--- src/rtl/adc_mux_sequencer.sv ---
// adc_mux_sequencer: one 8-bit ADC shared by four analog channels.
// The block steps an external mux through channels 0..3 and runs the soc/eoc
// handshake once per channel. It adds the four samples and hands the
// truncated average to a consumer over the active-low dav_ / rfd handshake.
// Optional feature macro: ADC_TIMEOUT_EN. When it is defined, a stalled
// conversion is aborted after TIMEOUT cycles and the sticky err flag is set.
module adc_mux_sequencer #(
    parameter int unsigned TIMEOUT = 255
) (
    input  logic       clock,
    input  logic       reset,
    output logic [1:0] sel,
    output logic       soc,
    input  logic       eoc,
    input  logic [7:0] x,
    output logic       dav_,
    input  logic       rfd,
    output logic [7:0] avg,
    output logic       err
);

    typedef enum logic [2:0] {
        ARM  = 3'd0,
        SOC  = 3'd1,
        CONV = 3'd2,
        OUT  = 3'd3,
        ACK  = 3'd4
    } state_t;

    state_t      state_q, state_d;
    logic        soc_q, soc_d;
    logic        dav_q, dav_d;
    logic [1:0]  sel_q, sel_d;
    logic [7:0]  avg_q, avg_d;
    logic        err_q, err_d;
    logic [9:0]  sum_q, sum_d;   // 4 x 255 = 1020 fits in 10 bits
    logic        timeout;        // current SOC/CONV wait has run out

`ifdef ADC_TIMEOUT_EN
    localparam logic [7:0] TIMEOUT_CNT = 8'(TIMEOUT);

    logic [7:0] cnt_q, cnt_d;
    logic [7:0] cnt_inc;

    // Wait counter: cleared when SOC or CONV is entered, counts every cycle spent there
    always_comb begin
        cnt_inc = cnt_q + 8'd1;
        timeout = 1'b0;
        cnt_d   = cnt_q;
        if (state_q == SOC || state_q == CONV) begin
            cnt_d   = cnt_inc;
            timeout = (cnt_inc == TIMEOUT_CNT);
        end
        // Entering a wait state restarts the count from zero
        if ((state_q == ARM && eoc) || (state_q == SOC && !eoc)) begin
            cnt_d = 8'd0;
        end
    end

    // Wait counter register
    always_ff @(posedge clock) begin
        if (reset) begin
            cnt_q <= 8'd0;
        end else begin
            cnt_q <= cnt_d;
        end
    end
`else
    // Without the abort feature SOC and CONV wait as long as the ADC needs
    always_comb begin
        timeout = 1'b0;
    end
`endif

    // Next-state and registered-output logic for the channel sequencer
    always_comb begin
        logic complete;
        state_d  = state_q;
        soc_d    = soc_q;
        dav_d    = dav_q;
        sel_d    = sel_q;
        avg_d    = avg_q;
        err_d    = err_q;
        sum_d    = sum_q;
        complete = 1'b0;

        case (state_q)
            ARM: begin
                // Only start once the ADC reports idle
                if (eoc) begin
                    soc_d   = 1'b1;
                    state_d = SOC;
                end
            end
            SOC: begin
                if (!eoc) begin
                    // ADC has acknowledged the start
                    soc_d   = 1'b0;
                    state_d = CONV;
                end else if (timeout) begin
                    soc_d    = 1'b0;
                    err_d    = 1'b1;
                    complete = 1'b1;
                end
            end
            CONV: begin
                if (eoc) begin
                    sum_d    = sum_q + {2'b00, x};
                    complete = 1'b1;
                end else if (timeout) begin
                    // Aborted sample counts as zero
                    soc_d    = 1'b0;
                    err_d    = 1'b1;
                    complete = 1'b1;
                end
            end
            OUT: begin
                avg_d = sum_q[9:2];
                if (rfd) begin
                    dav_d   = 1'b0;
                    state_d = ACK;
                end
            end
            ACK: begin
                // Hold data until the consumer drops rfd; then start a fresh frame
                if (!rfd) begin
                    dav_d   = 1'b1;
                    sel_d   = 2'd0;
                    sum_d   = 10'd0;
                    state_d = ARM;
                end
            end
            default: begin
                state_d = ARM;
            end
        endcase

        // Common end-of-channel sequencing, shared by normal and aborted conversions
        if (complete) begin
            if (sel_q == 2'd3) begin
                state_d = OUT;
            end else begin
                sel_d   = sel_q + 2'd1;
                state_d = ARM;
            end
        end
    end

    // State and output registers; reset aborts any frame or handshake
    always_ff @(posedge clock) begin
        if (reset) begin
            state_q <= ARM;
            soc_q   <= 1'b0;
            dav_q   <= 1'b1;
            sel_q   <= 2'd0;
            avg_q   <= 8'd0;
            err_q   <= 1'b0;
            sum_q   <= 10'd0;
        end else begin
            state_q <= state_d;
            soc_q   <= soc_d;
            dav_q   <= dav_d;
            sel_q   <= sel_d;
            avg_q   <= avg_d;
            err_q   <= err_d;
            sum_q   <= sum_d;
        end
    end

    assign sel  = sel_q;
    assign soc  = soc_q;
    assign dav_ = dav_q;
    assign avg  = avg_q;
    assign err  = err_q;

endmodule

--- config.mk ---
export PLATFORM = sky130hd
export DESIGN_NAME = adc_mux_sequencer
export DESIGN_NICKNAME = d
export VERILOG_FILES = /design/src/rtl/adc_mux_sequencer.sv
export SDC_FILE = /design/constraint.sdc
export NUM_CORES = 1
export LEC_CHECK = 0
export ABC_AREA = 1
export BUFFER_PORTS_ARGS = -buffer_cell sky130_fd_sc_hd__buf_2
export CELL_PAD_IN_SITES_DETAIL_PLACEMENT = 1
export CELL_PAD_IN_SITES_GLOBAL_PLACEMENT = 2
export CORE_UTILIZATION = 30
export DETAILED_ROUTE_END_ITERATION = 8
export PLACE_DENSITY_LB_ADDON = 0.1
export SLEW_MARGIN = 10
export SYNTH_ARGS = -nofsm -noshare
export SYNTH_HDL_FRONTEND = slang
export SYNTH_SLANG_ARGS = --single-unit
--- constraint.sdc ---
create_clock -name clock -period 2.2 [get_ports clock]
set_input_delay 0.66 -clock clock [delete_from_list [all_inputs] [get_ports clock]]
set_output_delay 0.66 -clock clock [all_outputs]
set_load 0.02 [all_outputs]
==> flow_summary.toml, run 1 <==
[status]
status = "finished clean"

[sta]
grt_setup_unrepaired = "no"
hold_viol = 0
maxSlewViolCount = 0
finalCritPeriodShare_pct = 81.70
setup_viol = 0
clock_skew_ns = 0.006788
holdWs_ns = 0.4843
setup_tns_ns = 0
fin_crit_ns = 1.797
max_freq_mhz = 556.4
timing.final.ws_setup_ns = 0.4027

[synthesis]
synth.most_common_cell = "nand2_1"
synthTopCellsByCount = "nand2_1 (48), nor2_1 (34), dfxtp_1 (25)"
async_flop_share_pct = 0
syn-num-nets = 239
syn_inst = 217
synth_ff_type = "dfxtp_1"
ys_warn_count = 0
yosys-top-cells-area = "dfxtp_1 (33%), nand2_1 (12%), nor2_1 (8.5%)"
synth_top_area_share_pct = 33.44
synth_area_um2 = 1496
synth_edf_count = 0
ys_types = 30
seq_area_frac_synth_pct = 33.44
syn_avg_cell_area_um2 = 6.896
yosys.area.top_type = "dfxtp_1"
synth-seq-cells = 25

[global_routing]
grt_max_degree = 16
grt_pass1_vias = 1474
gr-total-overflow = 0
grt_pass1_wl_um = 6768
antenna_found_initial = 0
grtUsageTotal_pct = 16.46

[final_layout]
drive_gt1_share_pct = 16.25
nFillCells = 624
final_nets = 263
synthToLayoutAreaGrowth_pct = 14.72
diodes = 0
multi_input_area_um2 = 859.6
ff_latch_area_um2 = 500.5

[setup_path]
worstRegToRegCells = 11
path_cells = "buf_2 -> ha_1 -> inv_1 -> fa_1 -> inv_1 -> nand3_1 -> nand3_1 -> nand2_1 -> nand3_1 -> nand3_1 -> nand2_1 -> nor2_1"
critPathMaxStageDelay_ns = 0.39
crit_buf_inv = 3
startpoint_type = "primary input"
worstSetupPathType = "in -> reg"
arrival_ns = 1.97
reg2reg_slack_ns = 0.51
endpoint_kind = "register"
cp_max_fo = 3
critical_path.most_common_cell = "nand3_1"
cp_slowest_cell = "fa_1"
timing.rr.end = "sum_q[8]"
path_delay_family = "adder cells"
cp.required_ns = 2.37
r2r_start = "sum_q[0]"

[clocking]
holdBufCountCts = 0
max-clock-path-buffers = 2
clk_pin_slew_worst_paths_ns = 0.09
cts_resized = 0
post_cts_buffers = 0
cts_tree = "done"
clockRootBuffer = "clkbuf_8"
htreeDepth = 1
clock_sink_count = 25
clk_latency_ns = 0.27
cts_buffers = 3

[floorplan]
die_w_um = 72.63
chipHeight_um = 72.63
rows = 25
dieArea_um2 = 5274
io_pins = 25
start_util_pct = 31.47
core_area_um2 = 4755

[worst_hold_path]
hold_path.class = "reg -> reg"
hold_end = "dav_"
whs_path_depth = 2
worstHoldStart = "dav_"

[drt]
drtIter0Drc = 50
drc = 0
dr_total_vias = 1439
dr.pass1.iters = 4
via_per_inst = 4.687
postRouteAntennaNets = 0
wire_per_inst_um = 12.84
routed_wl_um = 3943

[pwr]
p_per_area_nw_per_um2 = 865.7
p_leak_nw = 0.8635
irDropWorstVdd_v = 0.0005357

[flow_run]
cap_violations = 0

[placement]
io_buffers = 23
gp_congestion = 0.7982
hpwl_um = 3252
dp_worst_setup_slack_ns = 0.09975
[report_power, final]
part	internal, mW	leakage (nW)	switching (mW)
clock network	0.128	0.0217	0.153
registers	0.533	0.203	0.0678
logic	0.212	0.639	0.392
[per-stage QoR]
step / total power, mW / std cells / utilization (%) / area, um^2
finish: 1.486 / 307 / 36.11 / 1717
global route: 1.616 / 307 / 36.11 / 1717
global placement: 1.200 / 303 / 35.08 / 1668
floorplan: 1.063 / 217 / - / 1496
CTS: 1.513 / 307 / 36.11 / 1717
detailed placement: 1.222 / 303 / 35.08 / 1668
[routing by layer]
metal	vias to the layer above	GRT usage (%)	wire length [um]
met5	-	0	0
met4	0	2.832	15
met3	2	2.901	116
met2	23	28.76	1858
met1	671	21.43	1952
li1	743	-	-
[worst reg2reg max path: cells and delay by family (launching register included)]
kind	cells	cell delay (ns)
simple gates	7	0.50
flops	1	0.35
buf+inv	2	0.15
fa+ha+maj	2	0.58
[registers in the layout, indices dropped and copies added (netlist names)]
| name | cells |
|---|---|
| soc | 1 |
| avg | 8 |
| state_q | 3 |
| sel | 2 |
| sum_q | 10 |
| dav_ | 1 |
[layout make-up]
type                       instances  share of cell area, %
clock buffer                       3                  2.405
clock inverter                     1                 0.4373
inverter                          27                  5.904
multi-input combinational        160                  50.07
sequential                        25                  29.15
tap                               67                  4.883
timing repair buffer              24                  7.143
[layout by cell type, fill, tap and decap left out]
master	synthesis	final
nand2_2	1	1
buf_4	2	1
buf_2	1	23
fa_1	1	1
inv_2	3	3
nand4_1	2	2
ha_1	9	9
nand4_4	1	1
conb_1	1	1
nand4_2	1	1
nand3_1	20	20
o21ai_0	16	16
inv_1	24	24
a21boi_0	1	1
or2_1	1	1
nand3b_1	2	2
dfxtp_1	25	25
clkinvlp_4	0	1
a211oi_2	1	1
a211oi_1	2	2
nor3_1	1	1
a21oi_1	12	12
nand2_1	48	48
or2_2	1	1
xor2_1	2	2
clkbuf_8	0	3
nor2_1	34	34
nor2_2	1	1
nand3b_4	1	1
nand2_4	1	1
[logic make-up after synthesis]
logic type | after synthesis | share of synthesized area, %
flops | 25 | 33.44
buf+inv | 32 | 9.113
other cells | 1 | 0.2506
xor+xnor | 2 | 1.171
simple gates | 115 | 35.45
compound gates | 32 | 11.71
fa+ha+maj | 10 | 8.863
[how the worst max path moves through the flow]
stage	slack, ns	startpoint	depth (start not counted)	to
after global placement	0.14	x[0]	12	sum_q[8]
after detailed placement	0.1	x[0]	12	sum_q[8]
final	0.40	x[0]	12	sum_q[8]
after global routing	0.30	x[0]	12	sum_q[8]
after floorplan	0.32	x[0]	11	sum_q[8]
after CTS	0.39	x[0]	12	sum_q[8]
No activity file was read; power rests on OpenSTA's default activity.
==> run 2, diff against run 1 <==
==> constraint.sdc (replaced) <==
create_clock -name clock -period 1.8 [get_ports clock]
set_input_delay 0.54 -clock clock [delete_from_list [all_inputs] [get_ports clock]]
set_output_delay 0.54 -clock clock [all_outputs]
set_load 0.02 [all_outputs]
==> run 2 against run 1 <==
  * Setup slack got worse by 0.23 ns
  * Die area unchanged
  * Design area increased by 5.2%
  * Critical path type unchanged
  * Largest cell class unchanged
==> flow_summary.toml, run 2 (synthesis results as in run 1) <==
[status]
status = "finished clean"

[pwr]
pwr-share-seq_pct = 39.4
p_per_area_nw_per_um2 = 1034
power_mw = 1.867
p_leak_nw = 0.9235
p_int_mw = 1.115
combinationalPowerShare_pct = 42.1
p_sw_uw = 752.1
pwr-share-clk_pct = 18.5
swShare_pct = 40.28
irDropWorstVdd_v = 0.0003978

[worst_hold_path]
worstHoldStart = "avg[6]"
hold_end = "avg[6]"
whs_path_depth = 2
hold_path.class = "reg -> reg"

[clocking]
clk_pin_slew_worst_paths_ns = 0.09
max-clock-path-buffers = 2
post_cts_buffers = 0
cts_tree = "done"
clock_sink_count = 25
holdBufCountCts = 0
cts_buffers = 3
clockRootBuffer = "clkbuf_8"
clk_latency_ns = 0.27
htreeDepth = 1

[global_routing]
grtUsageTotal_pct = 16.96
antenna_found_initial = 0
gr-total-overflow = 0
grt_pass1_vias = 1534
grt_max_degree = 16
grt_pass1_wl_um = 6906

[final_layout]
largest_reg_flops = 10
final_nets = 274
final_area_um2 = 1805
drive_gt1_share_pct = 20.72
diodes = 0
layout_commonest_cell = "nand2_1"
utilization_pct = 37.97
max_flop_register = "sum_q"
final_cell_mix = "nand2_1 (48), nor2_1 (34), inv_1 (24), dfxtp_1 (24), buf_2 (23)"
synthToLayoutAreaGrowth_pct = 20.65

[placement]
io_buffers = 23
place_area_um2 = 1750
hpwl_um = 3343
dp_worst_setup_slack_ns = -0.1429
gp_congestion = 0.7685

[sta]
maxSlewViolCount = 0
setup_viol = 0
hold_viol = 0
grt_setup_unrepaired = "no"
finalCritPeriodShare_pct = 90.68
clock_skew_ns = 0.002869
timing.final.ws_setup_ns = 0.1678
holdWs_ns = 0.4845
max_freq_mhz = 612.7
fin_crit_ns = 1.632

[setup_path]
cp.required_ns = 1.97
worstSetupPathType = "in -> reg"
timing.rr.end = "sum_q[8]"
reg2reg_slack_ns = 0.17
endpoint_kind = "register"
r2r_start = "sum_q[0]"
crit_start = "x[0]"
path_cells = "buf_2 -> ha_1 -> inv_1 -> fa_1 -> inv_1 -> nand3_1 -> nand3_2 -> nand2_1 -> nand3_1 -> nand3_1 -> nand2_1 -> nor2_1"
startpoint_type = "primary input"
cp_slowest_cell = "fa_1"
cp_max_fo = 3
critPathMaxStageDelay_ns = 0.38
critical_path.most_common_cell = "nand3_1"
arrival_ns = 1.80
worstRegToRegCells = 11

[floorplan]
core_area_um2 = 4755
start_util_pct = 31.47
die_w_um = 72.63
chipHeight_um = 72.63
dieArea_um2 = 5274
io_pins = 25
rows = 25

[drt]
drc = 0
postRouteAntennaNets = 0
via_per_inst = 4.553
dr_total_vias = 1448
drtIter0Drc = 30
wire_per_inst_um = 12.41
routed_wl_um = 3946
dr.pass1.iters = 3

[flow_run]
cap_violations = 0
## run 2: worst max-delay path: cells and delay by family
family,cells,cell delay [ns]
adder cells (fa/ha/maj),2,0.54
buffers and inverters,3,0.23
AND/OR/NAND/NOR,7,0.51
## run 2: worst max-delay path by stage
| stage | slack (ns) | end |
|---|---|---|
| floorplan | 0.04 | sum_q[8] |
| global placement | -0.08 | sum_q[8] |
| detailed placement | -0.14 | sum_q[8] |
| CTS | 0.11 | sum_q[8] |
| global route | 0.01 | sum_q[8] |
| finish | 0.17 | sum_q[8] |
## run 2: area by class of cell
| cell class | count | area [um^2] |
|---|---|---|
| clock buffers | 3 | 41.29 |
| clock inverters | 1 | 7.507 |
| fillers | 637 | 2949 |
| inverters | 27 | 101.3 |
| multi-input cells | 160 | 864.6 |
| flip-flops and latches | 25 | 501.7 |
| well taps | 67 | 83.83 |
| repair buffers | 35 | 205.2 |
## run 2: per-layer routing
| layer | global-route usage, % | wire length, um | vias up |
|---|---|---|---|
| met5 | 0 | 0 | - |
| met4 | 1.961 | 15 | 0 |
| met3 | 2.901 | 84 | 2 |
| met2 | 31.36 | 1944 | 17 |
| met1 | 21.10 | 1902 | 664 |
| li1 | - | - | 765 |
## run 2: what timing repair did
action / 4_1_cts / 5_1_grt
resized for setup: 0 / 2
setup endpoints to repair: 0 / 1
endpoints found under the hold margin: 0 / 0
## run 2: stage by stage
step / TNS [ns] / cells
floorplan: 0 / 217
global placement: -0.1325 / 314
detailed placement: -0.3793 / 314
CTS: 0 / 318
global route: 0 / 318
finish: 0 / 318
## run 2: power groups by stage
stage | logic (mW) | clock network (mW) | registers, mW
floorplan | 0.517 | 0 | 0.783
global placement | 0.771 | 0 | 0.744
detailed placement | 0.795 | 0 | 0.752
CTS | 0.800 | 0.363 | 0.739
global route | 0.904 | 0.380 | 0.753
finish | 0.787 | 0.346 | 0.735
